## src/rtl/instr_fetch_pkg.sv

```systemverilog
// Shared types and constants for the instruction fetch unit.
package instr_fetch_pkg;

  typedef enum logic [1:0] {
    FETCH = 2'd0,
    WAIT  = 2'd1,
    FLUSH = 2'd2
  } fetch_state_t;

  localparam logic [31:0] INSTR_NOP = 32'h0000_0013;

endpackage

```

## src/rtl/instr_fetch_fifo.sv

```systemverilog
// fetch_fifo: small instruction buffer, power-of-two depth, with a synchronous
// clear that may load one entry in the same cycle.
module fetch_fifo #(
  parameter int WIDTH = 64,
  parameter int DEPTH = 2
) (
  input  logic             clk,
  input  logic             rst_n,
  input  logic             clr,
  input  logic             push,
  input  logic [WIDTH-1:0] push_data,
  input  logic             pop,
  output logic [WIDTH-1:0] head,
  output logic             empty,
  output logic             full
);

  localparam int PTR_W = (DEPTH > 1) ? $clog2(DEPTH) : 1;
  localparam int CNT_W = PTR_W + 1;
  localparam logic [CNT_W-1:0] DEPTH_C = CNT_W'(DEPTH);

  logic [WIDTH-1:0] mem [DEPTH];
  logic [PTR_W-1:0] wr_ptr;
  logic [PTR_W-1:0] rd_ptr;
  logic [CNT_W-1:0] count;
  logic             push_ok;
  logic             pop_ok;

  assign empty   = (count == '0);
  assign full    = (count == DEPTH_C);
  assign push_ok = push && (!full || pop);
  assign pop_ok  = pop && !empty;
  assign head    = mem[rd_ptr];

  always_ff @(posedge clk or negedge rst_n) begin
    if (!rst_n) begin
      for (int i = 0; i < DEPTH; i++) mem[i] <= '0;
      wr_ptr <= '0;
      rd_ptr <= '0;
      count  <= '0;
    end else if (clr) begin
      // clear wins over pop; a push alongside it becomes the sole entry
      rd_ptr <= '0;
      if (push) begin
        mem[0] <= push_data;
        wr_ptr <= PTR_W'(1);
        count  <= CNT_W'(1);
      end else begin
        wr_ptr <= '0;
        count  <= '0;
      end
    end else begin
      if (push_ok) begin
        mem[wr_ptr] <= push_data;
        wr_ptr      <= wr_ptr + 1'b1;
      end
      if (pop_ok) rd_ptr <= rd_ptr + 1'b1;
      if (push_ok && !pop_ok)      count <= count + 1'b1;
      else if (!push_ok && pop_ok) count <= count - 1'b1;
    end
  end

endmodule

```

## src/rtl/instr_fetch.sv

```systemverilog
// Instruction fetch: single-outstanding memory requests feeding a small buffer.
// Optional FETCH_MISALIGN_CHECK_EN: a misaligned redirect yields one NOP entry
// flagged misalign and stalls fetch until the next redirect.
module instr_fetch
  import instr_fetch_pkg::*;
#(
  parameter logic [31:0] RESET_PC   = 32'h0000_0000,
  parameter int          FIFO_DEPTH = 2
) (
  input  logic        clk,
  input  logic        rst_n,
  output logic        imem_req,
  output logic [31:0] imem_addr,
  input  logic        imem_gnt,
  input  logic        imem_rvalid,
  input  logic [31:0] imem_rdata,
  input  logic        redirect_valid,
  input  logic [31:0] redirect_pc,
  output logic        instr_valid,
  input  logic        instr_ready,
  output logic [31:0] instr,
  output logic [31:0] instr_pc,
  output logic        misalign
);

`ifdef FETCH_MISALIGN_CHECK_EN
  localparam int ENTRY_W = 65;
`else
  localparam int ENTRY_W = 64;
`endif

  fetch_state_t       state;
  logic [31:0]        pc;
  logic [31:0]        req_addr;
  logic [31:0]        redir_pc;
  logic               redir_mis;
  logic               fetch_stall;
  logic               rsp_push;
  logic               mis_push;
  logic               fifo_push;
  logic               fifo_pop;
  logic               fifo_empty;
  logic               fifo_full;
  logic [ENTRY_W-1:0] push_data;
  logic [ENTRY_W-1:0] head;

  // FIFO space is only checked in FETCH, where nothing is outstanding
  assign imem_req  = rst_n && (state == FETCH) && !fifo_full && !redirect_valid && !fetch_stall;
  assign imem_addr = pc;

  assign rsp_push    = (state == WAIT) && imem_rvalid && !redirect_valid;
  assign mis_push    = redirect_valid && redir_mis;
  assign fifo_push   = rsp_push || mis_push;
  assign instr_valid = !fifo_empty;
  assign fifo_pop    = instr_valid && instr_ready;

`ifdef FETCH_MISALIGN_CHECK_EN
  assign redir_pc  = redirect_pc;
  assign redir_mis = (redirect_pc[1:0] != 2'b00);
  assign push_data = mis_push ? {1'b1, redir_pc, INSTR_NOP} : {1'b0, req_addr, imem_rdata};
  assign {misalign, instr_pc, instr} = head;

  always_ff @(posedge clk or negedge rst_n) begin
    if (!rst_n)              fetch_stall <= 1'b0;
    else if (redirect_valid) fetch_stall <= redir_mis;
  end
`else
  logic unused_redir_lo;
  assign unused_redir_lo = ^redirect_pc[1:0];
  assign redir_pc    = {redirect_pc[31:2], 2'b00};
  assign redir_mis   = 1'b0;
  assign fetch_stall = 1'b0;
  assign push_data   = {req_addr, imem_rdata};
  assign {instr_pc, instr} = head;
  assign misalign    = 1'b0;
`endif

  always_ff @(posedge clk or negedge rst_n) begin
    if (!rst_n) begin
      pc       <= RESET_PC;
      req_addr <= '0;
    end else if (redirect_valid) begin
      pc <= redir_pc;
    end else if (imem_req && imem_gnt) begin
      pc       <= pc + 32'd4;
      req_addr <= pc;
    end
  end

  // A response arriving with a redirect is simply not pushed, so nothing is left to flush
  always_ff @(posedge clk or negedge rst_n) begin
    if (!rst_n) begin
      state <= FETCH;
    end else begin
      case (state)
        FETCH:   if (imem_req && imem_gnt) state <= WAIT;
        WAIT:    if (imem_rvalid) state <= FETCH;
                 else if (redirect_valid) state <= FLUSH;
        FLUSH:   if (imem_rvalid) state <= FETCH;
        default: state <= FETCH;
      endcase
    end
  end

  fetch_fifo #(
    .WIDTH (ENTRY_W),
    .DEPTH (FIFO_DEPTH)
  ) u_fifo (
    .clk       (clk),
    .rst_n     (rst_n),
    .clr       (redirect_valid),
    .push      (fifo_push),
    .push_data (push_data),
    .pop       (fifo_pop),
    .head      (head),
    .empty     (fifo_empty),
    .full      (fifo_full)
  );

endmodule

```

## config.mk

```make
export PLATFORM = sky130hd
export DESIGN_NAME = instr_fetch
export DESIGN_NICKNAME = d
export VERILOG_FILES = /design/src/rtl/instr_fetch_pkg.sv /design/src/rtl/instr_fetch_fifo.sv /design/src/rtl/instr_fetch.sv
export SDC_FILE = /design/constraint.sdc
export NUM_CORES = 1
export LEC_CHECK = 0
export CELL_PAD_IN_SITES_DETAIL_PLACEMENT = 1
export CELL_PAD_IN_SITES_GLOBAL_PLACEMENT = 2
export CORE_MARGIN = 2
export CORE_UTILIZATION = 38
export CTS_BUF_LIST = sky130_fd_sc_hd__clkbuf_8
export CTS_CLUSTER_DIAMETER = 100
export CTS_CLUSTER_SIZE = 30
export DETAILED_ROUTE_END_ITERATION = 12
export PLACE_DENSITY_LB_ADDON = 0.1
export SLEW_MARGIN = 10
export SYNTH_ARGS = -nofsm -noshare
export SYNTH_HDL_FRONTEND = slang
export SYNTH_HIERARCHICAL = 1
export SYNTH_SLANG_ARGS = --single-unit
```

## constraint.sdc

```tcl
create_clock -name clk -period 4.99 [get_ports clk]
set_input_delay 0.998 -clock clk [delete_from_list [all_inputs] [get_ports clk]]
set_output_delay 0.998 -clock clk [all_outputs]
set_load 0.05 [all_outputs]
```

==> results by group <==
Yosys
  – Commonest cells post-synth: dfrtp_1, mux2_2, nand2_1, clkbuf_1, nand3_1
  – Sequential share of the synthesized area: a little under three fifths
  – Area fraction of the dominant cell type after synthesis: 55.1%
  – Post-synthesis instance total: 720
  – Largest cells by area after synthesis: dfrtp_1, mux2_2, nand2_1, nand3_1, clkbuf_1
  – Synth Flop Type: dfrtp_1
  – Synth Warn #: 6
  – Ys async rst share: 100%
  – Flops & latches, synth: around 190
  – Synth Cell Area: a little under 9000 um2
  – Avg Cell Area, Syn: roughly 12 um2
  – Yosys cell types: 55
  – Post-synth top area cell: dfrtp_1
  – Most frequent cell after synthesis: dfrtp_1
  – Post-synth EDFFs: 0

Worst setup path
  – Crit. End Element: output pin
  – Critical setup path kind: reg2out
  – Cell count of the worst reg-to-reg path: 7
  – Crit path largest cell delay: 1.06 ns
  – CP Cell Sequence: mux2_2 > clkdlybuf4s50_1
  – Critical-path top delay cell: dfrtp_4
  – Setup crit start: u_fifo/rd_ptr
  – Data required time of the worst path: roughly 4.0 ns
  – Arrival time at the worst endpoint: ~2.7 ns
  – Critical-path maximum fanout: 65
  – Worst r2r src: u_fifo/count[0]
  – Reg-to-reg critical path endpoint: imem_addr[23]
  – R2R setup slack: approximately 1.8 ns
  – Critical Path Sink: instr_pc[5]
  – Worst setup SP type: flop

Clock tree
  – H-Tree Level Count: 4
  – CTS buffer count: 17
  – Hold Buf Count CTS: 0
  – CTS tree: done
  – CTS root buf: clkbuf_8
  – Maximum root-to-sink buffer count: 2
  – Post-CTS Setup Bufs: 0
  – Post-cts resize count: 0
  – Clk_lat worst skew: approximately 0.46 ns
  – # clock sinks: around 190
  – CTS clock-pin slew for the worst setup and hold paths: roughly 0.1 ns

Pwr
  – PD cells: about 420 nW/um2
  – Worst IR Drop VDD: around 0.16 mV
  – P_leak: 4.98 nW
  – Total Power: 4.69 mW

STA
  – Fin Setup TNS: 0 ns
  – Final slew viol count: 0
  – Fin. Hold Viols: 0
  – RSZ-0062 raised after global routing: no
  – Post-layout min period: approximately 3.7 ns
  – Rel. slew slack: between 30% and 40%
  – Final worst slack: between 1 and 1.5 ns
  – Final period util: roughly 75%
  – Worst-Margin Slew: 0.992 ns
  – F_max: around 0.27 GHz
  – Clk_skew: about 0.018 ns
  – # setup viols final: 0

Detailed routing
  – Total Wirelength: ~23 mm
  – DRC viols: 0
  – Post-detailed-route count of antenna-violating nets: 0
  – Detailed Route Iter0 Violations: ~230
  – Via count: about 6.2k
  – Via-to-Cell Ratio: around 5.3
  – Wire per inst: 19.2 um
  – Drt first pass iters: 4

Global route
  – Largest net degree at the start of global routing: ~150
  – Vias in the first global route: between 6k and 7k
  – Initial antenna violation count: 0
  – GR Overflow Total: 0
  – GRT Total Usage: between 10% and 20%
  – First-pass GRT wire length: 36.8 mm

Outcome
  – Status: finished clean

Min path
  – Hold crit path type: in2async

Cells and area
  – P&R area growth vs syn: 25.5%
  – Number of diodes: 0
  – Fin cells: about 1.2k
  – Final #Nets: between 900 and 1k
  – Fraction of layout cells with a size suffix above 1: between 20% and 30%
  – Final core area utilization: 48.7%

Placement
  – Dpl hpwl: around 15 mm
  – Final GP Congestion: just under 0.8
  – Pre-CTS setup slack: between 1 and 1.5 ns
  – Port bufs: ~160
  – Placed instance count: about 1.1k

Die
  – Initial core utilization: between 30% and 40%
  – Die width: 156 um
  – Die Ht: between 150 and 200 um
  – Std-Cell Rows: 55
  – IO Pins: around 170
  – Die outline area: between 20,000 and 25,000 um2
  – Core Area: between 20,000 and 25,000 um2

Run
  – Maxcap violations: 0
## state kept, by name, indices dropped and copies added, names as in the netlist
name / count
imem_addr: 30
u_fifo/count: 2
u_fifo/mem: 128
u_fifo/wr_ptr: 1
req_addr: 30
u_fifo/rd_ptr: 1
state: 2
## worst min path at each step
stage | end | from | depth (start not counted) | slack, ns
5_1_grt | u_fifo/mem[61] | rst_n | 1 | 0.45
2_1_floorplan | u_fifo/mem[11] | u_fifo/mem[11] | 1 | 0.45
6_report | u_fifo/mem[61] | rst_n | 1 | 0.46
3_5_place_dp | u_fifo/mem[40] | u_fifo/mem[40] | 1 | 0.48
4_1_cts | u_fifo/mem[61] | rst_n | 1 | 0.45
3_3_place_gp | u_fifo/mem[40] | u_fifo/mem[40] | 1 | 0.46
## layout by cell type (no fill, tap or decap), drive strengths merged, types with 2 or more instances in the layout
master,instances
dfrtp,194
mux2,192
clkdlybuf4s50,160
nand2,127
nand3,18
clkbuf,18
nor2,15
o21ai,15
inv,13
nand4,10
o311ai,10
buf,10
o211ai,8
clkinv,8
a21oi,7
a221o,7
conb,7
and3,6
nor3,6
mux2i,5
or3,5
nor4,4
o311a,3
a31o,3
nand2b,3
nor2b,2
xor2,2
a22oi,2
xnor2,2
a31oi,2
and2,2
nor3b,2
## layer usage
layer	up-vias	share of wire, %	global-route usage [%]
li1	2860	-	-
met3	24	4.2	3.99
met2	147	49	32.1
met4	0	1.8	5.68
met5	-	0	0
met1	3159	45	25.1
## report_power, final
part / switching, mW / internal (mW)
clock network: 0.591 / 0.360
logic: 1.04 / 0.682
registers: 0.177 / 1.84
## cell type report
cell class	instances	area, um2
clock inverters	15	128
multi-input cells	481	3740
repair buffers	171	1710
clock buffers	17	234
flip-flops and latches	194	4860
fillers	2358	11700
inverters	7	26.3
well taps	285	357
## logic make-up after synthesis
family                     Yosys count  share of synthesized area, %
AOI/OAI and AO/OA                   65                          5.56
xor gates and xnor gates             4                         0.398
adders and majority gates            1                         0.142
buffers and inverters               51                          2.94
DFF                                194                          55.1
muxes                              197                          25.1
other                                1                        0.0426
and+or+nand+nor                    207                          10.7
## worst max-delay path: cells and delay by family (launching register included)
kind,cells,cell delay (ns)
multiplexers,1,0.42
buffers and inverters,1,0.73
flip-flops,1,1.06
## metrics by stage
step / hold WS (ns) / cell area, um2
final: 0.458 / 11100
after global routing: 0.449 / 11100
after floorplan: 0.452 / 8830
after global placement: 0.462 / 10700
after CTS: 0.446 / 11100
after detailed placement: 0.481 / 10700
Power figures use the tool's default switching activity.
